### config.mk
export PLATFORM = sky130hd
export DESIGN_NAME = detector_uart_rx
export DESIGN_NICKNAME = d
export VERILOG_FILES = /design/src/rtl/detector_uart_rx.sv
export SDC_FILE = /design/constraint.sdc
export NUM_CORES = 1
export LEC_CHECK = 0
export BUFFER_PORTS_ARGS = -buffer_cell sky130_fd_sc_hd__buf_2
export CAP_MARGIN = 20
export CORE_MARGIN = 8
export CORE_UTILIZATION = 35
export CTS_CLUSTER_SIZE = 30
export DETAILED_ROUTE_END_ITERATION = 8
export PLACE_DENSITY = 0.55
export RECOVER_POWER = 50
export SLEW_MARGIN = 20
export SYNTH_ARGS = -nofsm -noshare
export SYNTH_HDL_FRONTEND = slang
export SYNTH_SLANG_ARGS = --single-unit
### constraint.sdc
create_clock -name clk -period 2.09 [get_ports clk]
set_input_delay 0.418 -clock clk [delete_from_list [all_inputs] [get_ports clk]]
set_output_delay 0.418 -clock clk [all_outputs]
set_load 0.01 [all_outputs]
### src/rtl/detector_uart_rx.sv
// 8N1 UART receiver driving the four obstacle-detector flags; pulses/detectors update one clock after the stop sample.
// No backpressure; optional link-loss timeout under `DETECTOR_RX_TIMEOUT_EN (default: link_lost tied 0).
module detector_uart_rx #(
  parameter int CLK_FREQ       = 100_000_000,
  parameter int BAUD           = 9600,
  parameter int TIMEOUT_CYCLES = 100_000_000
) (
  input  logic       clk,
  input  logic       rst,
  input  logic       rx,
  output logic       front_detector,
  output logic       back_detector,
  output logic       left_detector,
  output logic       right_detector,
  output logic [7:0] data_byte,
  output logic       data_valid,
  output logic       frame_error,
  output logic       link_lost
);

  localparam int CLKS_PER_BIT = CLK_FREQ / BAUD;
  localparam int HALF_BIT     = CLKS_PER_BIT / 2;
  localparam int CW           = $clog2(CLKS_PER_BIT + 1);

  localparam logic [CW-1:0] BIT_LAST  = CW'(CLKS_PER_BIT - 1);
  localparam logic [CW-1:0] HALF_LAST = CW'(HALF_BIT - 1);

  localparam logic [2:0] S_IDLE      = 3'd0;
  localparam logic [2:0] S_START     = 3'd1;
  localparam logic [2:0] S_DATA      = 3'd2;
  localparam logic [2:0] S_STOP      = 3'd3;
  localparam logic [2:0] S_WAIT_IDLE = 3'd4;

  logic          rx_meta;
  logic          rx_s;
  logic [2:0]    state;
  logic [CW-1:0] cnt;
  logic [2:0]    bit_idx;
  logic [7:0]    shreg;
  logic [3:0]    det;
  logic          good_stop;

  // Synchronizer flops reset high so a reset never looks like a start bit.
  always_ff @(posedge clk or negedge rst) begin
    if (!rst) begin
      rx_meta <= 1'b1;
      rx_s    <= 1'b1;
    end else begin
      rx_meta <= rx;
      rx_s    <= rx_meta;
    end
  end

  assign good_stop = (state == S_STOP) && (cnt == BIT_LAST) && rx_s;

  always_ff @(posedge clk or negedge rst) begin
    if (!rst) begin
      state       <= S_IDLE;
      cnt         <= '0;
      bit_idx     <= '0;
      shreg       <= '0;
      data_byte   <= '0;
      data_valid  <= 1'b0;
      frame_error <= 1'b0;
    end else begin
      data_valid  <= 1'b0;
      frame_error <= 1'b0;
      case (state)
        S_IDLE: begin
          cnt     <= '0;
          bit_idx <= '0;
          if (!rx_s) state <= S_START;
        end
        S_START: begin
          if (cnt == HALF_LAST) begin
            cnt   <= '0;
            state <= rx_s ? S_IDLE : S_DATA;
          end else begin
            cnt <= cnt + CW'(1);
          end
        end
        S_DATA: begin
          if (cnt == BIT_LAST) begin
            cnt     <= '0;
            shreg   <= {rx_s, shreg[7:1]};
            bit_idx <= bit_idx + 3'd1;
            if (bit_idx == 3'd7) state <= S_STOP;
          end else begin
            cnt <= cnt + CW'(1);
          end
        end
        S_STOP: begin
          if (cnt == BIT_LAST) begin
            cnt <= '0;
            if (rx_s) begin
              data_byte  <= shreg;
              data_valid <= 1'b1;
              state      <= S_IDLE;
            end else begin
              frame_error <= 1'b1;
              state       <= S_WAIT_IDLE;
            end
          end else begin
            cnt <= cnt + CW'(1);
          end
        end
        S_WAIT_IDLE: begin
          // A held-low break must end before a new frame can start.
          if (rx_s) state <= S_IDLE;
        end
        default: state <= S_IDLE;
      endcase
    end
  end

`ifdef DETECTOR_RX_TIMEOUT_EN
  localparam int TW = $clog2(TIMEOUT_CYCLES + 1);

  logic [TW-1:0] to_cnt;
  logic          link_lost_q;

  // A good frame takes priority over a coincident timeout.
  always_ff @(posedge clk or negedge rst) begin
    if (!rst) begin
      to_cnt      <= '0;
      link_lost_q <= 1'b0;
      det         <= '0;
    end else if (good_stop) begin
      to_cnt      <= '0;
      link_lost_q <= 1'b0;
      det         <= shreg[3:0];
    end else if (to_cnt == TW'(TIMEOUT_CYCLES)) begin
      link_lost_q <= 1'b1;
      det         <= 4'hF;
    end else begin
      to_cnt <= to_cnt + TW'(1);
    end
  end

  assign link_lost = link_lost_q;
`else
  always_ff @(posedge clk or negedge rst) begin
    if (!rst) det <= '0;
    else if (good_stop) det <= shreg[3:0];
  end

  assign link_lost = 1'b0;
`endif

  assign front_detector = det[0];
  assign back_detector  = det[1];
  assign left_detector  = det[2];
  assign right_detector = det[3];

endmodule

### Word level (Yosys, flattened, before mapping)

Cells that the tools add are included.

* $add $sub $neg: 2
* $mul: 0
* div/mod/pow operators: 0
* $lt $le $gt $ge: 0
* eq/ne operators: 13
* shift-type cells: 0
* muxes and demuxes: 20
* bitwise gates (word level): 0
* reduce and logical (&&, ||, !) cells: 10

Operator list (number)
* $pmux 14 s3: 1
* $mux 14: 2
* $mux 3: 8
* $pmux 3 s5: 1
* $add 14x1->14 const B: 1
* $eq 14x13->1 const B: 1
* $eq 14x14->1 const B: 1
* $ne 2x2->1 const B: 5
* $eq 3x2->1 const B: 2
* $eq 3x3->1 const B: 2
* $mux 1: 6
* $pmux 3 s2: 1
* $reduce_and 6->1: 1
* $reduce_and 2->1: 2
* $add 3x1->3 const B: 1
* $eq 3x1->1 const B: 1
* $logic_not 3->1: 1
* $reduce_and 3->1: 1
* $reduce_bool 3->1: 1
* $logic_and 1x1->1: 2
* $mux 2: 1
* $ne 2x1->1 const B: 1
* $reduce_bool 2->1: 1
* $reduce_or 2->1: 1

* bits in registers: 44
* bits in latches: 0
* bits in writable memories: 0
* ROM bits: 0
* bits of input ports: 3
* word-level logic and storage cells: 55
* memories: 0

### Longest topological paths before layout

Gate-level depths: netlist (run 1).

* word-level depth: 4
* depth in mapped cells: 7
* gate-level depth less buffers: 6

### Worst setup path before layout (run 1)

Ideal clock, no wire load.

* path type: reg2reg
* from: register cnt[8]
* to: register data_byte[2]
* setup time: 0.125 ns
* arrival time: 2.157 ns
* slack: -0.193 ns
* stages on the path, launching flop included: 8
* path buffers: 3
* period minus slack after synthesis: 2.283 ns
* cells stage by stage: dfrtp_1 -> buf_6 -> or4b_4 -> nor4_4 -> and4_1 -> buf_4 -> buf_8 -> mux2_4

* cells in the longest elaborated chain, start to end: 2

Ends and longest elaborated chain
* start: declaration: RTL line 37 `logic [CW-1:0] cnt;`
* start signal: assignment: RTL line 79 `cnt <= cnt + CW'(1);`
* start signal: assignment: RTL line 89 `cnt <= cnt + CW'(1);`
* start signal: assignment: RTL line 104 `cnt <= cnt + CW'(1);`
* $eq 14x14->1: RTL line 93 `if (cnt == BIT_LAST) begin`
* $reduce_and 3->1 (no source line)
* end signal: assignment: RTL line 96 `data_byte <= shreg;`
* end: declaration: RTL line 15 `output logic [7:0] data_byte,`

Every way passes these cells.
A chain may end at the register's enable or synchronous reset.

### Final worst setup path (run 1)

* from: register cnt[7]
* to: register cnt[6]

* cells in the longest elaborated chain, start to end: 3
* elaborated cells on any way between the ends: 5

Ends and longest elaborated chain
* $eq 14x14->1 or $eq 14x13->1 (tied branches): RTL line 83, 93, 75
* $mux 14, on equally long branches: RTL line 83, 93, 75
* $pmux 14 s3 (*): RTL line 68 `case (state)`

Mark *: on every way between the ends. The rest lies on a longest branch, timed or not.

==> run metrics, run 1 <==
Max-Cap Viols=0; DR iter-0 viols=85; CP arrival=2.28 ns; Die Wd=94.10 um; Mapped Area=2135 um2; Tot GR Track Use=10.89%; Rows=28; crit-path cells=or4b_4, o41ai_4, buf_4, o22ai_4, a21o_1, a22o_1; slowest library cell on the worst path=or4b_4; Post-synth EDFFs=0; Final Critical Period=2.089 ns; Hold Vio Cnt, Final=0; CTS tree=built; setup_tns=0 ns; vias in the first global route=1564; final wirelength=4502 um; initial antenna violation count=0; hold depth=1; depth of the most critical reg-to-reg path=6; largest net degree at the start of global routing=26; fin crit share=99.96%; Overall Power=0.001517 W; Slew @ Worst Pin=1.060 ns; Rel. slew slack=29.35%; yosys warns=0; R2R Setup Slk=0.0008 ns; Worst Hold End=rx_meta; LEAKAGE=1.357 nW; per-cell routed wire length=14.34 um; worst path bufs/invs=1; GRT overflow=0; clock transition at the registers of the reported paths=0.08 ns; clock buffer depth=2; critical path's largest stage delay=0.55 ns; Die ar.=8854 um2; Min-Delay Path Class=input pin to flop; Fmax=0.4786 GHz; syn_nets=195; ys async rst share=100.0%; pwr dens=557.2 nW/um2; worst clock skew=0.004943 ns; CP endpoint kind=flop; CTS buffer count=5; final hold slack=0.2094 ns; I/O Buffers=16; fin. max-slew vios=0; Worst Path Required=2.28 ns; H-tree Lvls=2; first-pass GRT wire length=7603 um; register area share after synthesis=51.70%; most common cell after layout, fill and taps aside=dfrtp_1; Worst VDD drop=0.0002992 V; antenna viol nets, final=0; Placeable Area=5921 um2; via count=1544; outcome=complete, no violations; worst hold start=rx; critical path type=flop to flop; Area growth syn-to-layout=27.55%; hold_buf cts=0; n_diodes=0; worst skew pair latency=0.30 ns; synthesized instance count=188; Avg Cell Area, Syn=11.35 um2; RR Startpoint=cnt[7]; Pre-antenna DRT Iters=4; nets=245; RD Place Congestion=0.8475; hpwl dp=3118 um; Die Span Y=94.10 um; Initial Utilization=36.05%; fraction of layout cells with a size suffix above 1=38.49%; most common flop cell mapped by yosys=dfrtp_1; Yosys cell types=43; # DRC=0; final setup vio count=0; Synth Register Bits=44; clk root buf=clkbuf_8; CP top delay family=compound AO/OA/AOI/OAI gates; r2r endpoint=cnt[6]; startpoint types=flop; CP Max Fanout=6; # clock sinks=44; num ports=18; RSZ-0062 raised after global routing=yes; routed vias/inst=4.917; commonest non-fill, non-tap cells in the layout=41 x dfrtp_1, 31 x buf_4, 24 x nor2_1
==> worst register-to-register path, delay by kind of cell, from the launching register on <==
kind,cells,cell delay (ns)
AO/OA/AOI/OAI,4,0.86
buffers and inverters,1,0.18
flip-flops,1,0.38
AND/OR/NAND/NOR,1,0.55
==> synth_stat cells (3+ instances only) <==
master    count  area share [%]
dfrtp_1      42              49
nor2_1       25             4.4
nand2_1      12             2.1
mux2_4        9             6.3
mux2_2        8             4.2
o21ai_0       7             1.6
a21oi_1       6             1.4
inv_1         6             1.1
nor3_1        5             1.2
a21o_1        4             1.4
ha_1          4             2.3
nand4_1       4             1.2
xor2_1        4             1.6
a22o_1        3             1.2
clkbuf_1      3            0.53
mux2_1        3             1.6
nand2b_1      3            0.88
nand3_1       3            0.70
nand4b_1      3             1.2
or3_1         3            0.88
xnor2_1       3             1.2
==> report_power, final <==
part | switching (W) | internal, W
registers | 0.00000224 | 0.000854
logic | 0.0000175 | 0.00000206
clock network | 0.000287 | 0.000355
total | 0.000306 | 0.00121
==> repair_timing <==
action	4_1_cts	5_1_grt
pin swaps	1	3
gates cloned	0	1
setup buffers	2	8
gates resized for setup	7	10
setup endpoints to repair	15	25
==> sequential cells by signal, indices dropped and copies added, names as in the netlist <==
name and flops:
cnt 14, data_byte 8, shreg 8, det 4, bit_idx 3, state 3, data_valid 1, frame_error 1
rx_meta 1, rx_s 1
==> cell families (layout without fill, tap and decap cells) <==
| family | count (synthesis) | in the layout | synth area share, % |
|---|---|---|---|
| compound gates | 27 | 27 | 8.559 |
| xor+xnor | 7 | 7 | 2.872 |
| fa+ha+maj | 4 | 4 | 2.345 |
| buf+inv | 14 | 65 | 3.692 |
| flops | 44 | 44 | 51.70 |
| mux | 20 | 20 | 12.13 |
| other cells | 1 | 1 | 0.1757 |
| simple gates | 71 | 71 | 18.52 |
==> worst max path at each step <==
stage,start,end,slack (ns),cells past startpoint
after floorplan,cnt[8],data_byte[2],-0.07,7
after global placement,cnt[7],cnt[4],-0.12,5
after detailed placement,cnt[13],cnt[4],-0.13,5
after CTS,cnt[9],data_byte[1],0.005,5
after global routing,cnt[7],cnt[6],-0.05,6
final,cnt[7],cnt[6],0.0008,6
==> stage by stage <==
stage	setup slack, ns	util (%)	instance area [um2]	instances
floorplan	-0.06595	-	2138	188
global placement	-0.1198	41.50	2457	295
detailed placement	-0.1267	41.50	2457	295
finish	0.0007550	45.98	2723	314
CTS	0.005029	44.29	2623	305
global route	-0.05167	45.98	2723	314
==> metal layers <==
| layer | GRT usage, % | share of wire [%] | vias up |
|---|---|---|---|
| met2 | 18.03 | 49 | 25 |
| met4 | 2.774 | 0.96 | 0 |
| met3 | 3.677 | 4.0 | 4 |
| li1 | - | - | 759 |
| met1 | 13.18 | 46 | 756 |
| met5 | 0 | 0 | - |
==> area by class of cell <==
cell class              count  area (um2)
clock buffers               6       72.57
repair buffers             51       372.9
well taps                  75       93.84
inverters                   6       22.52
fillers                   553        3198
flip-flops and latches     44        1105
clock inverters             2       35.03
multi-input cells         130        1021
No activity file was read; power rests on OpenSTA's default activity.
==> run 2, diff against run 1 <==
--- a/config.mk
+++ b/config.mk
@@ -11,7 +11,7 @@
 export CORE_UTILIZATION = 35
 export CTS_CLUSTER_SIZE = 30
 export DETAILED_ROUTE_END_ITERATION = 8
-export PLACE_DENSITY = 0.55
+export PLACE_DENSITY = 0.58
 export RECOVER_POWER = 50
 export SLEW_MARGIN = 20
 export SYNTH_ARGS = -nofsm -noshare
==> run 2 against run 1 <==
- setup slack got worse by 0.00052 ns
- global-route usage increased by 0.22 points
- power increased by 1.6%
- clock power increased by 3.7%
- clock-buffer cell count decreased by 1
- routed wire length decreased by 0.60%
- critical endpoint is now cnt[8]
- highest routed layer unchanged
==> run metrics, run 2 (synthesis results as in run 1) <==
first-pass GRT wire length=7852 um (+3.3%); startpoint types=flop; Placed Instance Area=2467 um2 (+0.41%); Final Critical Period=2.090 ns (+0.0005209 ns); largest net degree at the start of global routing=24 (-7.7%); clk root buf=clkbuf_8; hpwl dp=3197 um (+2.6%); r2r endpoint=cnt[8]; clock power share=43.2% (+0.9 points); nets=248 (+1.2%); Switching Fraction=21.09% (+0.90 points); final hold slack=0.2095 ns (+0.0001290 ns); Top Registers=cnt: 14 flops, data_byte: 8 flops, shreg: 8 flops; fraction of layout cells with a size suffix above 1=40.08% (+1.6 points); Fmax=0.4785 GHz (about the same); vias in the first global route=1667 (+6.6%); # clock sinks=44 (unchanged); critical path's largest stage delay=0.55 ns (about the same); I/O Buffers=16 (unchanged); final setup vio count=0 (unchanged); n_diodes=0 (unchanged); Area growth syn-to-layout=27.90%; Die Wd=94.10 um (unchanged); via count=1552 (+0.52%); Die Span Y=94.10 um (unchanged); critical path type=flop to flop; P_sw=0.0003251 W (+6.1%); CP arrival=2.28 ns (about the same); Rel. slew slack=21.44% (-7.9 points); Die ar.=8854 um2 (unchanged); clock transition at the registers of the reported paths=0.09 ns (about the same); depth of the most critical reg-to-reg path=6 (unchanged); design area=2730 um2 (+0.28%); hold_buf cts=0 (unchanged); clock buffer depth=2 (unchanged); slowest library cell on the worst path=or4b_4; Min-Delay Path Class=input pin to flop; worst skew pair latency=0.30 ns (about the same); Comb power frac=1.3% (about the same); Overall Power=0.001541 W (+1.6%); Hold Vio Cnt, Final=0 (unchanged); Rows=28 (unchanged); CTS buffer count=5 (unchanged); CP endpoint kind=flop; Placeable Area=5921 um2 (unchanged); crit-path cells=or4b_4, o41ai_4, buf_4, o22ai_4, a21o_1, a22o_1; LEAKAGE=1.369 nW (+0.88%); internal power=0.001216 W (+0.44%); Max-Cap Viols=0 (unchanged); Tot GR Track Use=11.11% (+0.22 points); antenna viol nets, final=0 (unchanged); CP startpoint=cnt[7]; worst setup path endpoint=cnt[8]; routed vias/inst=4.896 (-0.43%); Initial Utilization=36.05% (unchanged); share of power burned in registers=55.5% (-0.9 points); H-tree Lvls=2 (unchanged); outcome=complete, no violations; # DRC=0 (unchanged); max reg flops=14 (unchanged); RD Place Congestion=0.7966 (-6.0%); R2R Setup Slk=0.0002 ns (about the same); CTS tree=built; Pre-antenna DRT Iters=4 (unchanged); worst clock skew=0.007429 ns (+0.002485 ns); fin crit share=99.99% (about the same); RR Startpoint=cnt[7]; DR iter-0 viols=67 (-21%); final wirelength=4475 um (-0.60%); GRT overflow=0 (unchanged); Worst VDD drop=0.0003695 V (+24%); Slew @ Worst Pin=1.178 ns (+0.1186 ns); initial antenna violation count=0 (unchanged); pwr dens=564.5 nW/um2 (+1.3%); Worst Path Required=2.28 ns (about the same); CP Max Fanout=6 (unchanged); num ports=18 (unchanged); RSZ-0062 raised after global routing=yes; commonest non-fill, non-tap cells in the layout=41 x dfrtp_1, 34 x buf_4, 24 x nor2_1; Largest Register=cnt; most common cell after layout, fill and taps aside=dfrtp_1; fin. max-slew vios=0 (unchanged); per-cell routed wire length=14.12 um (-1.5%)
[run 2: cell types whose count changed in the layout (fill, tap and decap cells not counted), sizes merged]
cell and delta:
buf +4, clkbuf -2, clkinv -1, clkinvlp +1
inv +1
[run 2: worst max-delay path: cells and delay by family, from the launching register on]
family                 cells  cell delay, ns
AO/OA/AOI/OAI              4            0.87
AND/OR/NAND/NOR            1            0.55
flip-flops                 1            0.38
buffers and inverters      1            0.19
[run 2: worst min-delay path by stage]
stage,startpoint,end,slack (ns),cells past startpoint
after floorplan,rst,bit_idx[0],0.12,0
after global placement,rx_meta,rx_s,0.35,0
after detailed placement,rx_meta,rx_s,0.35,0
after CTS,rst,cnt[1],0.10,1
after global routing,rx,rx_meta,0.19,1
final,rx,rx_meta,0.21,1
[run 2: stage by stage]
| step | utilization (%) | instances | worst slack (ns) | TNS, ns |
|---|---|---|---|---|
| floorplan | - | 188 | -0.06595 | -0.5986 |
| global placement | 41.67 | 298 | -0.08453 | -0.6042 |
| CTS | 44.84 | 310 | -0.003524 | -0.007360 |
| global route | 46.11 | 317 | -0.07334 | -0.8597 |
| detailed placement | 41.67 | 298 | -0.1288 | -1.216 |
| finish | 46.11 | 317 | 0.0002340 | 0 |
[run 2: layout make-up]
class / instances / area [um2]
Clock buffer: 5 / 68.82
Sequential cell: 44 / 1105
Fill cell: 555 / 3191
Timing Repair Buffer: 54 / 376.6
Inverter: 6 / 22.52
Tap cell: 75 / 93.84
Clock inverter: 3 / 46.29
Multi-Input combinational cell: 130 / 1017
[run 2: power by group through the flow]
stage	sequential [W]	clock [W]	combinational (W)
after global routing	0.000857	0.000725	0.0000245
after detailed placement	0.000873	0	0.0000259
after CTS	0.000856	0.000690	0.0000257
after global placement	0.000873	0	0.0000253
final	0.000856	0.000665	0.0000200
after floorplan	0.000872	0	0.00000290
[run 2: metal layers]
layer	part of all wire (%)	GRT usage (%)	vias to the layer above
met2	46	17.44	22
met5	0	0	-
met1	48	13.66	759
met3	3.7	3.277	7
li1	-	-	764
met4	1.9	5.152	0
[run 2: repair_timing]
item                       in CTS  in global routing
gates resized for setup         8                 11
buffers inserted                4                  7
gates cloned                    0                  0
pin swaps                       4                  4
setup endpoints to repair      16                 28
==> run 3, diff against run 2 <==
--- a/config.mk
+++ b/config.mk
@@ -9,7 +9,8 @@
 export CAP_MARGIN = 20
 export CORE_MARGIN = 8
 export CORE_UTILIZATION = 35
-export CTS_CLUSTER_SIZE = 30
+export CTS_BUF_LIST = sky130_fd_sc_hd__clkbuf_4
+export CTS_CLUSTER_SIZE = 16
 export DETAILED_ROUTE_END_ITERATION = 8
 export PLACE_DENSITY = 0.58
 export RECOVER_POWER = 50
==> run 3 against run 2 <==
- the run now ends with setup timing left
- combinational power about the same
- power decreased by 7.6%
- clock skew grew 0.00059 ns
- core utilization rose by 0.30 points
- fmax shrank 0.13%
- critical path depth is the same
- setup slack worse by 0.0027 ns
- sequential power about the same
- routed wire length grew 1.6%
- register-to-register slack barely moved
- clock power is 18% lower
- clock-buffer cell count stayed put
==> run metrics, run 3 (synthesis results as in run 1) <==
outcome=finished, violations left; violated checks=setup timing; clk root buf=clkbuf_4; slack of the critical path=-0.002477 ns (-0.002711 ns); Min-Delay Path Class=input pin to flop; hold_buf cts=0 (unchanged); worst path bufs/invs=2 (+1); CP endpoint kind=flop; antenna viol nets, final=0 (unchanged); Placed Cells=298 (unchanged); Rows=28 (unchanged); max reg flops=14 (unchanged); worst skew pair latency=0.36 ns (+0.06 ns); Top Registers=cnt: 14 flops, data_byte: 8 flops, shreg: 8 flops; Die Wd=94.10 um (unchanged); CP top delay family=simple AND/OR/NAND/NOR gates; CTS tree=built; Worst VDD drop=0.0003176 V (-14%); clock transition at the registers of the reported paths=0.14 ns (+0.05 ns); hpwl dp=3197 um (unchanged); clock buffer depth=2 (unchanged); # clock sinks=44 (unchanged); Final Critical Period=2.092 ns (+0.002711 ns); CTS buffer count=5 (unchanged); worst clock skew=0.008022 ns (+0.0005933 ns); CP Max Fanout=7 (+1); Initial Utilization=36.05% (unchanged); RSZ-0062 raised after global routing=yes; fin. max-slew vios=0 (unchanged); routed vias/inst=4.934 (+0.78%); initial antenna violation count=0 (unchanged); LEAKAGE=1.375 nW (+0.41%); # DRC=0 (unchanged); Hold Vio Cnt, Final=0 (unchanged); slowest library cell on the worst path=or4b_4; CP arrival=2.35 ns (+0.07 ns); commonest non-fill, non-tap cells in the layout=41 x dfrtp_1, 34 x buf_4, 24 x nor2_1; Placeable Area=5921 um2 (unchanged); fraction of layout cells with a size suffix above 1=41.39% (+1.3 points); final wirelength=4548 um (+1.6%); register area=1105 um2 (unchanged); largest net degree at the start of global routing=24 (unchanged); nets=250 (+0.81%); per-cell routed wire length=14.26 um (+0.99%); Area growth syn-to-layout=28.72%; final setup vio count=1 (+1); Max-Cap Viols=0 (unchanged); Largest Register=cnt; crit-path cells=buf_6, or4b_4, nor4_4, and4_4, buf_8, mux2_4; pwr dens=518.1 nW/um2 (-8.2%); H-tree Lvls=2 (unchanged); RR Startpoint=cnt[8]; most common cell after layout, fill and taps aside=dfrtp_1; I/O Buffers=16 (unchanged); worst hold start=rx; via count=1574 (+1.4%); Worst Path Required=2.34 ns (+0.06 ns); vias in the first global route=1669 (+0.12%); startpoint types=flop; Finished Layout Cells=319 (+0.63%); n_diodes=0 (unchanged); critical path type=flop to flop; Pre-antenna DRT Iters=4 (unchanged); Tot GR Track Use=11.16% (+0.050 points); Rel. slew slack=22.23% (+0.79 points); area of the multi-input gates=1040 um2 (+2.2%); final hold slack=0.1358 ns (-0.07367 ns); design area=2748 um2 (+0.64%); RD Place Congestion=0.7966 (unchanged); Die ar.=8854 um2 (unchanged); first-pass GRT wire length=7866 um (+0.18%); Die Span Y=94.10 um (unchanged); fin crit share=100.1% (+0.13 points); GRT overflow=0 (unchanged); num ports=18 (unchanged); Slew @ Worst Pin=1.167 ns (-0.01184 ns); Filler cells=545 (-1.8%); DR iter-0 viols=65 (-3.0%); CP startpoint=cnt[8]; critical path's largest stage delay=0.49 ns (-0.06 ns); Fmax=0.4779 GHz (-0.13%); Placed Instance Area=2467 um2 (unchanged)
-- run 3: what timing repair did --
item / 4_1_cts / 5_1_grt
setup buffers: 5 / 8
resized for setup: 8 / 19
pin swaps: 3 / 6
setup endpoints to repair: 16 / 30
-- run 3: power breakdown --
part | leakage, nW | internal (W) | switching, W
clock | 0.0418 | 0.000256 | 0.000291
combinational | 0.742 | 0.00000204 | 0.0000179
sequential | 0.591 | 0.000855 | 0.00000200
total | 1.37 | 0.00111 | 0.000311
-- run 3: final cells by class --
cell class / instances / area share, %
repair buffers: 56 / 14.66
well taps: 75 / 3.415
clock inverters: 3 / 1.685
clock buffers: 5 / 1.366
multi-input cells: 130 / 37.84
flip-flops and latches: 44 / 40.21
inverters: 6 / 0.8197
-- run 3: metrics by stage --
| stage | setup WS, ns | setup TNS, ns | utilization [%] | power (W) |
|---|---|---|---|---|
| after floorplan | -0.06595 | -0.5986 | - | 0.0008753 |
| after global placement | -0.08453 | -0.6042 | 41.67 | 0.0008982 |
| after detailed placement | -0.1288 | -1.216 | 41.67 | 0.0008988 |
| after CTS | -0.01950 | -0.05953 | 44.44 | 0.001455 |
| after global routing | -0.09220 | -1.342 | 46.41 | 0.001492 |
| final | -0.002477 | -0.002477 | 46.41 | 0.001424 |
-- run 3: per-layer routing --
metal	vias to the layer above	GRT usage, %	share of wire (%)
li1	773	-	-
met1	763	13.56	46
met2	26	17.74	47
met3	12	3.277	4.2
met4	0	5.152	2.7
met5	-	0	0
-- run 3: worst paths after layout --
check,endpoint,slack (ns),cells after the start
max in group asynchronous,cnt[9],0.63,2
setup reg to reg,det[2],-0.002,6
hold reg to reg,rx_s,0.37,0
setup / recovery,det[2],-0.002,6
hold / removal,rx_meta,0.14,1
min in group asynchronous,bit_idx[2],0.25,1
